===== config.mk =====
export PLATFORM = sky130hd
export DESIGN_NAME = alu_op_sequencer
export DESIGN_NICKNAME = d
export VERILOG_FILES = /design/src/rtl/alu_op_sequencer.sv
export SDC_FILE = /design/constraint.sdc
export NUM_CORES = 1
export LEC_CHECK = 0
export BUFFER_PORTS_ARGS = -buffer_cell sky130_fd_sc_hd__buf_2
export CAP_MARGIN = 20
export CORE_MARGIN = 2
export CORE_UTILIZATION = 34
export DETAILED_ROUTE_END_ITERATION = 8
export PLACE_DENSITY_LB_ADDON = 0.1
export SETUP_SLACK_MARGIN = 0.05
export SLEW_MARGIN = 25
export SYNTH_ARGS = -nofsm -noshare
export SYNTH_HDL_FRONTEND = slang
export SYNTH_SLANG_ARGS = --single-unit

===== constraint.sdc =====
create_clock -name clk -period 3.1 [get_ports clk]
set_input_delay 0.465 -clock clk [delete_from_list [all_inputs] [get_ports clk]]
set_output_delay 0.465 -clock clk [all_outputs]
set_load 0.01 [all_outputs]

===== src/rtl/alu_op_sequencer.sv =====
// alu_op_sequencer: accepts ALU op requests over valid/ready and drives result select,
// adder controls and the bit-serial multiplier sequence.
module alu_op_sequencer #(
   parameter int MUL_CYCLES = 24
) (
   input  logic       clk,
   input  logic       rst_n,
   input  logic       op_valid,
   input  logic [3:0] op_code,
   output logic       op_ready,
   output logic [2:0] sel,
   output logic       b_invert,
   output logic       carry_in,
   output logic       mul_clear,
   output logic       mul_step,
   output logic       res_valid,
   output logic       illegal
);
   typedef enum logic [2:0] {IDLE, EXEC, ILL, MUL_INIT, MUL_RUN, MUL_DONE} state_t;
   state_t state, state_nx;
   logic [7:0] cnt;
   logic accept, legal, is_mul, dec_inv;
   logic [2:0] dec_sel;
   always_comb begin
      accept  = op_valid && op_ready;
      legal   = op_code < 4'h7;
      is_mul  = op_code == 4'h5;
      dec_sel = op_code == 4'h0 ? 3'b000 :
                op_code == 4'h1 ? 3'b001 :
                (op_code == 4'h2 || op_code == 4'h3) ? 3'b010 :
                op_code == 4'h4 ? 3'b011 :
                op_code == 4'h5 ? 3'b100 : 3'b101;
      dec_inv = op_code == 4'h3 || op_code == 4'h4;
   end
   always_ff @(posedge clk or negedge rst_n)
      if (!rst_n) state <= IDLE;
      else state <= state_nx;
   always_comb begin
      state_nx = accept ? (!legal ? ILL : is_mul ? MUL_INIT : EXEC) :
                 state == MUL_INIT ? MUL_RUN :
                 state == MUL_RUN ? (cnt == 8'(MUL_CYCLES - 1) ? MUL_DONE : MUL_RUN) :
                 IDLE;
   end
   always_comb begin
      op_ready  = state != MUL_INIT && state != MUL_RUN;
      res_valid = state == EXEC || state == MUL_DONE;
      mul_clear = state == MUL_INIT;
      mul_step  = state == MUL_RUN;
      illegal   = state == ILL;
   end
   // Decode is latched only for legal accepts so an illegal op leaves the mux untouched.
   always_ff @(posedge clk or negedge rst_n)
      if (!rst_n) begin
         cnt      <= '0;
         sel      <= '0;
         b_invert <= 1'b0;
         carry_in <= 1'b0;
      end else begin
         cnt <= state == MUL_RUN ? cnt + 8'd1 : '0;
         if (accept && legal) begin
            sel      <= dec_sel;
            b_invert <= dec_inv;
            carry_in <= dec_inv;
         end
      end
endmodule


* Word-level counts from Yosys, hierarchy flattened
Index checks and enable logic that the tools add are counted.
** Operators by class
- Order comparisons :: 1
- Mux-type cells :: 12
- Equality and inequality tests :: 13
- Add/sub/neg operators :: 1
- Reduce and logical (&&, ||, !) cells :: 7
** Operators with widths (count)
- $mux 3 :: 7
- $add 8x1->8 const B :: 1
- $eq 4x2->1 const B :: 2
- $eq 4x3->1 const B :: 2
- $eq 8x5->1 const B :: 1
- $mux 8 :: 1
- $eq 3x2->1 const B :: 2
- $eq 3x3->1 const B :: 2
- $eq 4x1->1 const B :: 1
- $logic_not 4->1 :: 1
- $lt 4x3->1 const B :: 1
- $mux 2 :: 2
- $eq 3x1->1 const B :: 1
- $logic_and 1x1->1 :: 3
- $logic_or 1x1->1 :: 3
- $ne 3x2->1 const B :: 1
- $ne 3x3->1 const B :: 1
- $mux 1 :: 2
** Storage, ports and cells
- Bits in registers :: 15
- Word-level logic and storage cells :: 38
- Output and inout port bits :: 10

* Longest topological paths before layout
- Word-level depth :: 6
- Depth in mapped cells :: 5
- Mapped depth without buffers :: 4

* Worst setup path before layout
Ideal clock, no wire load.
- Kind :: reg-to-reg
- Start :: register state[2]
- End :: register sel[1]
- Cell stages (with the launch flop) :: 6
- Arrival :: 1520 ps
- Setup slack :: 1454 ps
- Clock period less this slack :: 1646 ps
- Data required time :: 2974 ps
- Library setup time :: 126 ps
- Cells stage by stage :: dfrtp_1 > or3b_1 > buf_6 > inv_6 > or4_4 > a221o_1
** Between the ends
- Word-level cells in the longest chain between the ends :: 4
** Ends and longest elaborated chain
- from (decl) :: RTL line 20 : state_t state, state_nx;
- from (signal assigned) :: RTL line 37 : else state <= state_nx;
- $ne 3x2->1 / $ne 3x3->1 (equally long branches) :: RTL line 45 : op_ready = state != MUL_INIT && state != MUL_RUN;
- $logic_and 1x1->1 * :: RTL line 45
- $logic_and 1x1->1 * :: RTL line 25 : accept = op_valid && op_ready;
- $logic_and 1x1->1 * :: RTL line 60 : if (accept && legal) begin
- to (signal assigned) :: RTL line 61 : sel <= dec_sel;
- to (decl) :: RTL line 11 : output logic [2:0] sel,
Mark *: on every way between the ends. The rest lies on a longest branch, timed or not.
A chain may end at the register's enable or synchronous reset.

* Final worst setup path
- Start :: register state[1]
- End :: output port op_ready
** Between the ends
- Word-level cells in the longest chain between the ends :: 2
** Ends and longest elaborated chain
- $ne 3x2->1 / $ne 3x3->1 (equally long branches) :: RTL line 45
- $logic_and 1x1->1 * :: RTL line 45
- to (decl) :: RTL line 10 : output logic op_ready,
Marked as above.

==> results.cfg <==
[setup_path]
cp-end-kind = output port
critPathBufInv = 2
cp_top_family = simple AND/OR/NAND/NOR gates
crit_required_ns = 2.63
cp-start-kind = flop
path_cells = or3b_1 > nand2_1 > inv_1 > buf_2
cp.arrival_ns = 1.65
cp_slowest_cell = or3b_1
cp_max_fo = 10
slowest_delay_ns = 0.58
worstSetupPathType = reg2out

[route]
maxUsedRoutingLayer = met4
drc = 0
first_pass_iters = 3
num_vias = 617
drt-met1-wl_um = 726
routedWlPerCell_um = 12.7
wl_met2_um = 705
ant_nets = 0
first_iter_violations = 8
viasPerCell = 5.18
wl_met3_um = 59
totalWireLength_mm = 1.51

[pwr]
p_switching_uw = 118
p_clk_frac = 0.277
p_int_uw = 292
vdd_ir_drop_max_uv = 252
comb_power_share = 0.187
swShare = 0.288
p_leak_nw = 0.402
power_density_nw_per_um2 = 465
power_frac_seq = 0.536

[timing]
hold_violations = 0
setup_viol = 0
finClkSkew_ns = 0.0142
timing.fmax_mhz = 472
tns_ns = 0
worst_pin_slew_ns = 0.427
layout_min_cycle_time_ns = 2.12
final_max_slew_viol_count = 0
grt_setup_unrepaired = no
fin_crit_sh = 0.683
maxSlewHeadroom = 0.715

[clocking]
cts_resized = 0
numCtsBuffers = 3
clockBufferDepth = 2
cts-hold-fix-buffers = 0
clkSlewWorstSetupHoldPaths_ns = 0.10
cts_tree = built
cts-root-buf = clkbuf_4
clkSinkCount = 15
clk_latency_ns = 0.29
cts_setup_buffers = 0
cts_max_level = 1

[synth]
synth-adder-area-share = 0.0165
synth_compound_area_frac = 0.134
synth_top_family_by_area = simple AND/OR/NAND/NOR gates
synth_seq_cells = 15
seq_area_frac_synth = 0.495
synth_area_um2 = 758
synth-edff-count = 0
synth.area.mux_share = 0
syn_nets = 81
yosysTopAreaCell = dfrtp_1
synth-main-ff-cell = dfrtp_1
synth_top_area_frac = 0.495
yosys-top-cells-area = dfrtp_1 50%, nor3b_1 3.0%, a21oi_1 2.6%
synth_xor_area_frac = 0.0347
async_flop_share = 1.00
synth-simple-area-share = 0.264
syn-instance-count = 73
synth.distinct_cells = 34
avgSynthCellArea_um2 = 10.4
yosys_warnings = 0

[floorplan]
dieArea_um2 = 2620
die_h_um = 51.2
start_util = 0.349
boundaryPins = 17
dieWidth_um = 51.2
rows = 17
core_area_um2 = 2170

[cells_and_area]
n_antenna_cell = 0
nNetsFinal = 100
areaGrowthSynthToFinish_pct = 16.3
final_util = 0.407
stdcell_count = 119
drive_gt1_frac = 0.275

[hold_path]
hold_class = in2async

[global_routing]
grt-ovfl-total = 0
grt_max_degree = 16
grt_pass1_vias = 609
grt_pass1_wl_mm = 2.68
antenna_found_initial = 0
grt_usage = 0.142

[run_status]
run_status = complete, no violations

[placed_design]
dp_cells = 115
io_buffers = 16
dp_hpwl_mm = 1.16
gp_congestion = 0.748

[flow_run]
drv_cap = 0
cell type report:
class / instances / area, um2
tap: 28 / 35.0
multi-input combinational: 51 / 340
fill: 235 / 1290
inverter: 5 / 23.8
timing repair buffer: 16 / 80.1
clock buffer: 3 / 22.5
clock inverter: 1 / 5.00
sequential: 15 / 375
routing by layer:
metal  vias up  global-route usage
met5         -                   0
met3         2              0.0351
met4         0              0.0921
li1        304                   -
met2        12               0.221
met1       299               0.174
sequential cells by signal (all words and copies together), names as in the netlist:
name,cells
cnt,8
sel,3
state,3
b_invert,1
stage by stage:
step                setup WS [ns]  total power, mW  instance area [um2]  hold WS [ns]
floorplan                    1.45            0.270                  758         0.169
global placement             1.20            0.303                  855         0.399
detailed placement           1.20            0.302                  855         0.395
CTS                         0.944            0.417                  882        0.0687
global route                0.879            0.437                  882        0.0752
finish                      0.982            0.411                  882        0.0594
power groups by stage:
stage                     sequential (mW)  combinational [mW]  clock (mW)
after floorplan                     0.229              0.0418           0
after global placement              0.224              0.0787           0
after detailed placement            0.224              0.0777           0
after CTS                           0.220              0.0782       0.119
after global routing                0.223              0.0856       0.128
final                               0.220              0.0766       0.114
cells by family (layout without fill, tap and decap cells):
kind of cell / count (synthesis) / count (layout)
AOI/OAI and AO/OA: 15 / 15
xor gates and xnor gates: 3 / 3
adders and majority gates: 1 / 1
buffers and inverters: 7 / 25
DFF: 15 / 15
and+or+nand+nor: 32 / 32
synth_stat cells (2+ instances only):
cell      n
nor2b_1   2
dfrtp_1  15
inv_1     4
a21oi_1   4
nand2_1   4
o21ai_0   4
nand3_1   3
a221o_1   2
nor2_1    4
nor4_1    2
nor3b_1   3
xor2_1    2
or3_1     3
worst reg2reg max path, delay by kind of cell (launching register included):
family                 cells  cell delay (ns)
AND/OR/NAND/NOR            2             0.99
flip-flops                 1             0.39
AO/OA/AOI/OAI              1             0.31
buffers and inverters      1             0.08
final timing paths:
| kind | from | to | slack, ns | depth (start not counted) |
|---|---|---|---|---|
| max | state[1] | op_ready | 0.98 | 4 |
| min | rst_n | cnt[6] | 0.06 | 1 |
| max in group asynchronous | rst_n | cnt[3] | 2.78 | 1 |
| min in group clk | cnt[0] | cnt[0] | 0.46 | 1 |
| min reg2reg | cnt[0] | cnt[0] | 0.46 | 1 |
| max reg2reg | state[2] | b_invert | 1.23 | 4 |
layout by cell type, fill, tap and decap left out, types with 2 or more instances in the layout:
master	n
buf_2	16
dfrtp_1	15
nor2_1	4
nand2_1	4
o21ai_0	4
a21oi_1	4
inv_1	4
nand3_1	3
or3_1	3
nor3b_1	3
clkbuf_4	3
nor2b_1	2
xor2_1	2
nor4_1	2
a221o_1	2
No activity file was read; power rests on OpenSTA's default activity.
